File: config.mk
export PLATFORM = sky130hd
export DESIGN_NAME = reg_int_gen
export DESIGN_NICKNAME = d
export VERILOG_FILES = /design/src/rtl/reg_int_gen.sv
export SDC_FILE = /design/constraint.sdc
export NUM_CORES = 1
export LEC_CHECK = 0
export BUFFER_PORTS_ARGS = -buffer_cell sky130_fd_sc_hd__buf_4
export CAP_MARGIN = 10
export CORE_AREA = 5 5 337 339
export DETAILED_ROUTE_END_ITERATION = 16
export DIE_AREA = 0 0 342 344
export PLACE_DENSITY = 0.63
export REMOVE_ABC_BUFFERS = 1
export SETUP_SLACK_MARGIN = 0.3
export SLEW_MARGIN = 20
export SYNTH_ARGS = -nofsm -noshare
export SYNTH_HDL_FRONTEND = slang
export SYNTH_SLANG_ARGS = --single-unit
File: constraint.sdc
create_clock -name Clk_reg -period 2.1 [get_ports Clk_reg]
set_clock_uncertainty 0.1 [all_clocks]
set_input_delay 0.315 -clock Clk_reg [delete_from_list [all_inputs] [get_ports Clk_reg]]
set_output_delay 0.315 -clock Clk_reg [all_outputs]
set_load 0.1 [all_outputs]
File: src/rtl/reg_int_gen.sv
// CPU register interface: RW control bank, status words, W1C interrupt
// register with mask, and an RMON counter read engine with timeout.
module reg_int_gen #(
    parameter int                         DATA_W    = 16,
    parameter int                         NUM_RW    = 40,
    parameter logic [NUM_RW*DATA_W-1:0]   RW_INIT   = '0,
    parameter logic [NUM_RW-1:0]          SC_MASK   = '0,
    parameter int                         NUM_ST    = 8,
    parameter int                         ST_BASE   = 48,
    parameter int                         IRQ_BASE  = 56,
    parameter int                         RMON_BASE = 60,
    parameter int                         RMON_TO   = 255
) (
    input  logic                       Clk_reg,
    input  logic                       Reset_n,
    input  logic                       CSB,
    input  logic                       WRB,
    input  logic [7:0]                 CA,
    input  logic [DATA_W-1:0]          CD_in,
    output logic [DATA_W-1:0]          CD_out,
    output logic [NUM_RW*DATA_W-1:0]   Rw_regs,
    input  logic [NUM_ST*DATA_W-1:0]   St_in,
    input  logic [DATA_W-1:0]          Event_in,
    output logic                       Irq,
    output logic [5:0]                 CPU_rd_addr,
    output logic                       CPU_rd_apply,
    input  logic                       CPU_rd_grant,
    input  logic [31:0]                CPU_rd_dout
);

    localparam int CNT_W = (RMON_TO > 1) ? $clog2(RMON_TO) : 1;
    localparam logic [6:0] A_IRQ  = 7'(IRQ_BASE);
    localparam logic [6:0] A_MASK = 7'(IRQ_BASE + 1);
    localparam logic [6:0] A_RM0  = 7'(RMON_BASE);
    localparam logic [6:0] A_RM1  = 7'(RMON_BASE + 1);
    localparam logic [6:0] A_RM2  = 7'(RMON_BASE + 2);
    localparam logic [6:0] A_RM3  = 7'(RMON_BASE + 3);
    localparam logic [CNT_W-1:0] CNT_LAST = CNT_W'(RMON_TO - 1);

    typedef enum logic [1:0] {S_IDLE, S_REQ, S_DONE} state_e;

    logic [6:0]        addr;
    logic              wr_d, wr_q, wr_acc, rd_en;
    logic [DATA_W-1:0] rw_q [NUM_RW];
    logic [DATA_W-1:0] rw_d [NUM_RW];
    logic [DATA_W-1:0] pend_q, pend_d, mask_q, mask_d, clr;
    logic              irq_q;
    logic [DATA_W-1:0] rdata, cd_q, cd_d;
    state_e            state_q, state_d;
    logic [5:0]        raddr_q, raddr_d;
    logic [CNT_W-1:0]  cnt_q, cnt_d;
    logic [31:0]       snap_q, snap_d;
    logic              valid_q, valid_d, err_q, err_d;
    logic              start, to_hit, apply, busy;
    logic              unused_ca0;

    assign addr       = CA[7:1];
    assign unused_ca0 = CA[0];
    assign rd_en      = !CSB && WRB;
    assign wr_d       = !CSB && !WRB;
    // Edge-detect the write strobe so a held access writes once
    assign wr_acc     = wr_d && !wr_q;

    always_comb begin
        for (int i = 0; i < NUM_RW; i++) begin
            rw_d[i] = SC_MASK[i] ? '0 : rw_q[i];
            if (wr_acc && addr == 7'(i))
                rw_d[i] = CD_in;
        end
    end

    for (genvar g = 0; g < NUM_RW; g++) begin : g_rw
        assign Rw_regs[g*DATA_W +: DATA_W] = rw_q[g];
    end

    // Set beats clear on a same-cycle collision
    assign clr    = (wr_acc && addr == A_IRQ) ? CD_in : '0;
    assign pend_d = (pend_q & ~clr) | Event_in;
    assign mask_d = (wr_acc && addr == A_MASK) ? CD_in : mask_q;

    assign start  = wr_acc && addr == A_RM0 && state_q == S_IDLE;
    assign to_hit = cnt_q == CNT_LAST;

    always_comb begin
        state_d = state_q;
        unique case (state_q)
            S_IDLE:  if (start) state_d = S_REQ;
            S_REQ:   if (CPU_rd_grant || to_hit) state_d = S_DONE;
            S_DONE:  state_d = S_IDLE;
            default: state_d = S_IDLE;
        endcase
    end

    always_comb begin
        apply = state_q == S_REQ;
        busy  = state_q == S_REQ;
    end

    assign CPU_rd_apply = apply;

    always_comb begin
        raddr_d = raddr_q;
        cnt_d   = cnt_q;
        snap_d  = snap_q;
        valid_d = valid_q;
        err_d   = err_q;
        unique case (state_q)
            S_IDLE: begin
                if (start) begin
                    raddr_d = CD_in[5:0];
                    valid_d = 1'b0;
                    err_d   = 1'b0;
                    cnt_d   = '0;
                end
            end
            S_REQ: begin
                if (CPU_rd_grant)
                    snap_d = CPU_rd_dout;
                else if (to_hit)
                    err_d = 1'b1;
                else
                    cnt_d = cnt_q + CNT_W'(1);
            end
            S_DONE:  valid_d = !err_q;
            default: ;
        endcase
    end

    always_comb begin
        rdata = '0;
        for (int i = 0; i < NUM_RW; i++)
            if (addr == 7'(i)) rdata = rw_q[i];
        for (int j = 0; j < NUM_ST; j++)
            if (addr == 7'(ST_BASE + j)) rdata = St_in[j*DATA_W +: DATA_W];
        if (addr == A_IRQ)  rdata = pend_q;
        if (addr == A_MASK) rdata = mask_q;
        if (addr == A_RM0)  rdata = DATA_W'(raddr_q);
        if (addr == A_RM1)  rdata = DATA_W'({err_q, valid_q, busy});
        if (addr == A_RM2)  rdata = snap_q[DATA_W-1:0];
        if (addr == A_RM3)  rdata = DATA_W'(snap_q >> DATA_W);
    end

    assign cd_d = rd_en ? rdata : '0;

    always_ff @(posedge Clk_reg or negedge Reset_n) begin
        if (!Reset_n) begin
            for (int i = 0; i < NUM_RW; i++)
                rw_q[i] <= RW_INIT[i*DATA_W +: DATA_W];
            wr_q    <= 1'b0;
            pend_q  <= '0;
            mask_q  <= '0;
            irq_q   <= 1'b0;
            cd_q    <= '0;
        end else begin
            rw_q    <= rw_d;
            wr_q    <= wr_d;
            pend_q  <= pend_d;
            mask_q  <= mask_d;
            irq_q   <= |(pend_q & mask_q);
            cd_q    <= cd_d;
        end
    end

    always_ff @(posedge Clk_reg or negedge Reset_n) begin
        if (!Reset_n) begin
            state_q <= S_IDLE;
            raddr_q <= '0;
            cnt_q   <= '0;
            snap_q  <= '0;
            valid_q <= 1'b0;
            err_q   <= 1'b0;
        end else begin
            state_q <= state_d;
            raddr_q <= raddr_d;
            cnt_q   <= cnt_d;
            snap_q  <= snap_d;
            valid_q <= valid_d;
            err_q   <= err_d;
        end
    end

    assign CD_out      = cd_q;
    assign Irq         = irq_q;
    assign CPU_rd_addr = raddr_q;

endmodule

==> flow_summary.json, run 1 <==
{
  "status": "finished with violations",
  "failed_checks": "setup timing",
  "reg2reg_slack_ns": -0.50,
  "min-delay-path-class": "in2reg",
  "startpoint_type": "flip-flop",
  "ys_ff_latch": 740,
  "cts_max_level": 3,
  "ir_drop_mv": 0.547,
  "setup_slack_ns": -0.499,
  "grtUsageTotal": 0.379,
  "crit_type": "reg2reg",
  "async_reset_ff_frac": 1.00,
  "cts_buffers": 86,
  "fmax_mhz": 385,
  "r2r_cells": 6,
  "worstPathMaxFanout": 2,
  "routed_via_density": 5.87,
  "clk_latency_ns": 0.69,
  "route.met3.wl_mm": 31.3,
  "die_w_um": 342,
  "avgSynthCellArea_um2": 12.3,
  "grt_max_degree": 71,
  "synth_cells": 2873,
  "grt_pass1_wl_mm": 311,
  "synth_top_area_cell": "dfrtp_1",
  "critPathCapture": "CD_out[12]",
  "slew-limit-headroom": 0.422,
  "coreArea_mm2": 0.110,
  "initial_utilization": 0.321,
  "min_period_over_period": 1.24,
  "synth.cell_area_mm2": 0.0353,
  "r2r-end": "CD_out[12]",
  "io_pins": 869,
  "worst_hold_slack_ns": 0.0271,
  "layout_min_cycle_time_ns": 2.60,
  "drc": 0,
  "dpl-instance-area_mm2": 0.0515,
  "power.density_mw_per_mm2": 684,
  "final_nets": 4978,
  "cap_violations": 0,
  "drive_gt1_frac": 0.643,
  "port_buffers": 867,
  "tightestPinTransition_ns": 0.867,
  "synthDistinctLibCells": 95,
  "dr.max_layer_used": "met5",
  "antenna_found_initial": 10,
  "met1Wirelength_mm": 85.7,
  "finalSetupViolCount": 159,
  "clockRootBuffer": "clkbuf_16",
  "cts_sinks": 740,
  "synth_flop_cell": "dfrtp_1",
  "synth_warnings": 0,
  "required_ns": 2.56,
  "dr.pass1.iters": 6,
  "clockBufferDepth": 3,
  "gp_congestion": 1.04,
  "cp-startpoint": "Rw_regs[220]",
  "drv_slew": 0,
  "vias": 37200,
  "utilization": 0.538,
  "grt_setup_unrepaired": "true",
  "power.total_w": 0.0405,
  "synth-seq-area-share": 0.524,
  "synthTopCellsByArea": "dfrtp_1 52%, mux2_2 22%, a22oi_1 2.8%",
  "clk_pin_slew_ns": 0.06,
  "core.rowCount": 122,
  "hpwl_mm": 181,
  "grt_pass1_vias": 37200,
  "cts_tree": "yes",
  "ant_nets": 0,
  "synth_top_area_frac": 0.524,
  "endpoint_kind": "flip-flop",
  "drtIter0Drc": 4409,
  "wl_met2_mm": 101,
  "routed_wl_mm": 235,
  "fp.dieArea_mm2": 0.118,
  "syn2layout_area_growth_pct": 67.7,
  "gr-total-overflow": 0,
  "leakage_nw": 29.8,
  "die_y_um": 344,
  "synth_edf_count": 0,
  "cp.arrival_ns": 3.06,
  "r2r-start": "Rw_regs[220]",
  "stdcell_area_mm2": 0.0592,
  "routedWlPerCell_um": 37.1,
  "place_worst_setup_slack_ns": -1.90,
  "hold_viol": 0
}
flip-flops by register name (all words and copies together) (netlist names), 2 cells and up:
register and cells:
snap_q 32, cnt_q 8, pend_q 16, mask_q 16
CPU_rd_addr 6, state_q 2, Rw_regs 640, CD_out 16
per-layer routing:
layer  up-vias  track usage
met5         -            0
met2      2740        0.567
met4         8        0.212
met3       739        0.160
met1     18900        0.463
li1      14800            -
power by group:
part           total [W]  internal, W  switching (W)  leakage (nW)
clock network     0.0158      0.00926        0.00656          1.43
logic            0.00921      0.00264        0.00657          18.2
registers         0.0154       0.0148       0.000597          10.1
cell type report:
cell class	count	area [µm²]
fillers	9486	50900
flip-flops and latches	740	18500
repair buffers	2044	18100
multi-input cells	1888	17800
clock buffers	127	2550
well taps	1488	1860
clock inverters	28	355
inverters	11	43.8
diodes	10	25.0
stage by stage:
stage,cells,TNS (ns)
2_1_floorplan,2638,-540.14
3_3_place_gp,6006,-340.64
3_5_place_dp,6006,-351.10
4_1_cts,6285,-3.09
5_1_grt,6332,-8.45
6_report,6336,-6.24
worst min-delay path by stage:
stage                from    endpoint  slack [ns]  depth (start not counted)
6_report       St_in[120]   CD_out[8]        0.03                          3
5_1_grt        St_in[120]   CD_out[8]        0.03                          3
4_1_cts          CD_in[0]   pend_q[0]       0.003                          3
3_5_place_dp      Reset_n  Rw_regs[4]        0.14                          1
3_3_place_gp      Reset_n  Rw_regs[4]        0.14                          1
2_1_floorplan     Reset_n   CD_out[0]       -0.08                          0
cells in the final DEF, fill, tap and decap left out, types with 14 or more instances in the layout:
master | synthesis | final
a211oi_1 | 18 | 15
a21o_1 | 23 | 23
a21oi_1 | 110 | 91
a21oi_2 | 0 | 16
a221o_1 | 14 | 14
a221oi_1 | 59 | 41
a221oi_2 | 1 | 15
a222oi_1 | 18 | 18
a22o_1 | 20 | 18
a22oi_1 | 131 | 118
buf_12 | 0 | 131
buf_4 | 20 | 1723
buf_6 | 8 | 79
buf_8 | 0 | 27
clkbuf_1 | 125 | 20
clkbuf_16 | 0 | 99
clkbuf_8 | 0 | 18
clkinv_2 | 0 | 14
dfrtp_1 | 740 | 730
dlygate4sd3_1 | 0 | 59
mux2_2 | 702 | 632
mux2_4 | 0 | 70
mux2i_1 | 26 | 23
nand2_1 | 160 | 124
nand2_8 | 0 | 25
nand3_1 | 31 | 25
nand4_1 | 15 | 15
nor2_1 | 108 | 90
nor2_2 | 15 | 17
nor2_4 | 7 | 23
nor3_1 | 31 | 17
o211ai_1 | 23 | 23
o21ai_0 | 108 | 91
o22ai_1 | 31 | 26
critical path: stages, from the launching register on:
cell	delay, ns
dfrtp_2	0.43
a222oi_1	0.78
o31ai_1	0.13
or4_4	0.48
a21oi_4	0.24
o21ai_2	0.07
a31o_1	0.23
logic make-up after synthesis:
family	after synthesis	share of synthesized area
simple gates	478	0.0716
buf+inv	246	0.0326
fa+ha+maj	2	0.000709
flops	740	0.524
xor+xnor	4	0.000992
compound gates	668	0.134
mux	735	0.236
cell usage after synthesis, types with 23 or more instances:
library cell / number
dfrtp_1: 740
mux2_2: 702
nand2_1: 160
a22oi_1: 131
clkbuf_1: 125
a21oi_1: 110
nor2_1: 108
o21ai_0: 108
buf_2: 75
a221oi_1: 59
nand3_1: 31
nor3_1: 31
o22ai_1: 31
mux2i_1: 26
a21o_1: 23
o211ai_1: 23
what timing repair did:
item / 4_1_cts / 5_1_grt
gates resized for setup: 433 / 229
hold buffers: 59 / 0
cloned: 14 / 12
hold endpoints to repair: 492 / 0
setup endpoints to repair: 1257 / 1323
buffers inserted: 51 / 29
pin swaps: 111 / 72
Note: power is estimated with default switching activity, not from simulation.
==> run 2: changes to the inputs <==
CORE_AREA = 5 5 338 340   (was 5 5 337 339)
DIE_AREA = 0 0 343 345   (was 0 0 342 344)
PLACE_DENSITY = 0.6   (was 0.63)
clock period = 3.2 ns   (was 2.1 ns; I/O delays follow)
==> run 2 against run 1 <==
Against the previous run:
- the flow now finishes without violations
- routed wire length fell by 6.0%
- via count fell by 8.4%
- core utilization fell by 7.9 points
- highest routed layer unchanged
==> flow_summary.json, run 2 (synthesized netlist as in run 1, its figures left out) <==
{
  "fmax_mhz": 337,
  "clk_latency_ns": 0.69,
  "routed_via_density": 5.90,
  "power.density_mw_per_mm2": 500,
  "grtUsageTotal": 0.358,
  "vias": 34000,
  "routed_wl_mm": 221,
  "dpl-instance-area_mm2": 0.0475,
  "largest_reg_flops": 640,
  "ant_nets": 0,
  "cts_tree": "yes",
  "min-delay-path-class": "in2reg",
  "cts_max_level": 3,
  "min_period_over_period": 0.927,
  "layout_common_cells": "1,350 x buf_4, 740 x dfrtp_1, 702 x mux2_2, 160 x nand2_1, 131 x a22oi_1",
  "required_ns": 3.60,
  "drv_slew": 0,
  "clockRootBuffer": "clkbuf_16",
  "grt_setup_unrepaired": "true",
  "status": "finished, final reports clean",
  "antenna_found_initial": 16,
  "leakage_nw": 25.5,
  "dr.pass1.iters": 6,
  "final_nets": 4403,
  "seq_area_mm2": 0.0185,
  "cts_setup_buffers": 0,
  "die_y_um": 345,
  "cts_buffers": 88,
  "routedWlPerCell_um": 38.3,
  "ir_drop_mv": 0.384,
  "fp.dieArea_mm2": 0.118,
  "core.rowCount": 123,
  "worstPathMaxFanout": 12,
  "stdcell_area_mm2": 0.0510,
  "die_w_um": 343,
  "coreArea_mm2": 0.111,
  "hold_viol": 0,
  "hpwl_mm": 171,
  "initial_utilization": 0.317,
  "crit_type": "in2reg",
  "grt_pass1_wl_mm": 296,
  "cap_violations": 0,
  "n_fill_cell": 10500,
  "clk_pin_slew_ns": 0.06,
  "syn2layout_area_growth_pct": 44.5,
  "port_buffers": 867,
  "drc": 0,
  "tightestPinTransition_ns": 0.981,
  "layout_min_cycle_time_ns": 2.97,
  "drive_gt1_frac": 0.550,
  "slew-limit-headroom": 0.343,
  "final_common_cell": "buf_4",
  "multi_input_area_mm2": 0.0159,
  "gp_congestion": 1.01,
  "grt_pass1_vias": 33700,
  "clockBufferDepth": 3,
  "cp.arrival_ns": 3.37,
  "finalSetupViolCount": 0,
  "grt_max_degree": 68,
  "cts_sinks": 740,
  "io_pins": 869,
  "power.total_w": 0.0255,
  "startpoint_type": "input port",
  "endpoint_kind": "flip-flop",
  "drtIter0Drc": 4348,
  "gr-total-overflow": 0,
  "finalSetupTns_ns": 0
}
run 2: per-layer routing:
metal,GRT usage,part of all wire,wire length [µm],up-vias
met5,0,0.00019,41,-
met4,0.160,0.056,12300,6
met3,0.148,0.13,28800,524
met2,0.539,0.44,96100,2255
met1,0.451,0.38,83400,17700
li1,-,-,-,13600
run 2: final cells by class:
class	count	area share
antenna	11	0.000540
clock buffer	122	0.0488
clock inverter	29	0.00579
inverter	11	0.000809
multi-input combinational	1887	0.311
sequential	740	0.363
tap	1500	0.0368
timing repair buffer	1468	0.234
run 2: final timing paths:
check	slack, ns	startpoint	endpoint	cells after the start
worst max-delay path	0.23	CA[5]	CD_out[1]	14
worst min-delay path	0.05	St_in[77]	CD_out[13]	3
worst max register to register	0.35	Rw_regs[20]	CD_out[4]	10
worst min register to register	0.41	err_q	valid_q	1
max in group asynchronous	1.73	Reset_n	Rw_regs[176]	3
min in group asynchronous	0.32	Reset_n	Rw_regs[31]	2
run 2: through the flow:
stage	hold slack, ns	setup WS [ns]	utilization	std cells
6_report	0.0503	0.233	0.459	5768
3_3_place_gp	0.388	-0.850	0.427	5554
5_1_grt	0.0615	0.233	0.458	5760
2_1_floorplan	0.0844	-0.734	-	2638
4_1_cts	0.0168	0.165	0.457	5757
3_5_place_dp	0.398	-0.859	0.427	5554
run 2: critical path, stage by stage:
cell and delay, ns:
buf_4 0.09, buf_4 0.10, or3_1 0.29, buf_6 0.24, nor2_1 0.09, buf_12 0.14
buf_4 0.14, a221oi_2 0.37, o21ai_1 0.22, a211oi_4 0.35, buf_4 0.17, o21ai_0 0.08
o211ai_1 0.44, a21oi_1 0.15
run 2: report_power, final:
group          switching, W  internal, W
registers          0.000442      0.00973
clock network       0.00429      0.00574
logic               0.00402      0.00128
total               0.00875       0.0168
run 2: timing repair:
action                     in CTS  in global routing
pin swaps                       3                  6
hold buffers                   52                  0
gates resized for setup         8                 23
setup endpoints to repair       7                  9
hold endpoints to repair       88                  0
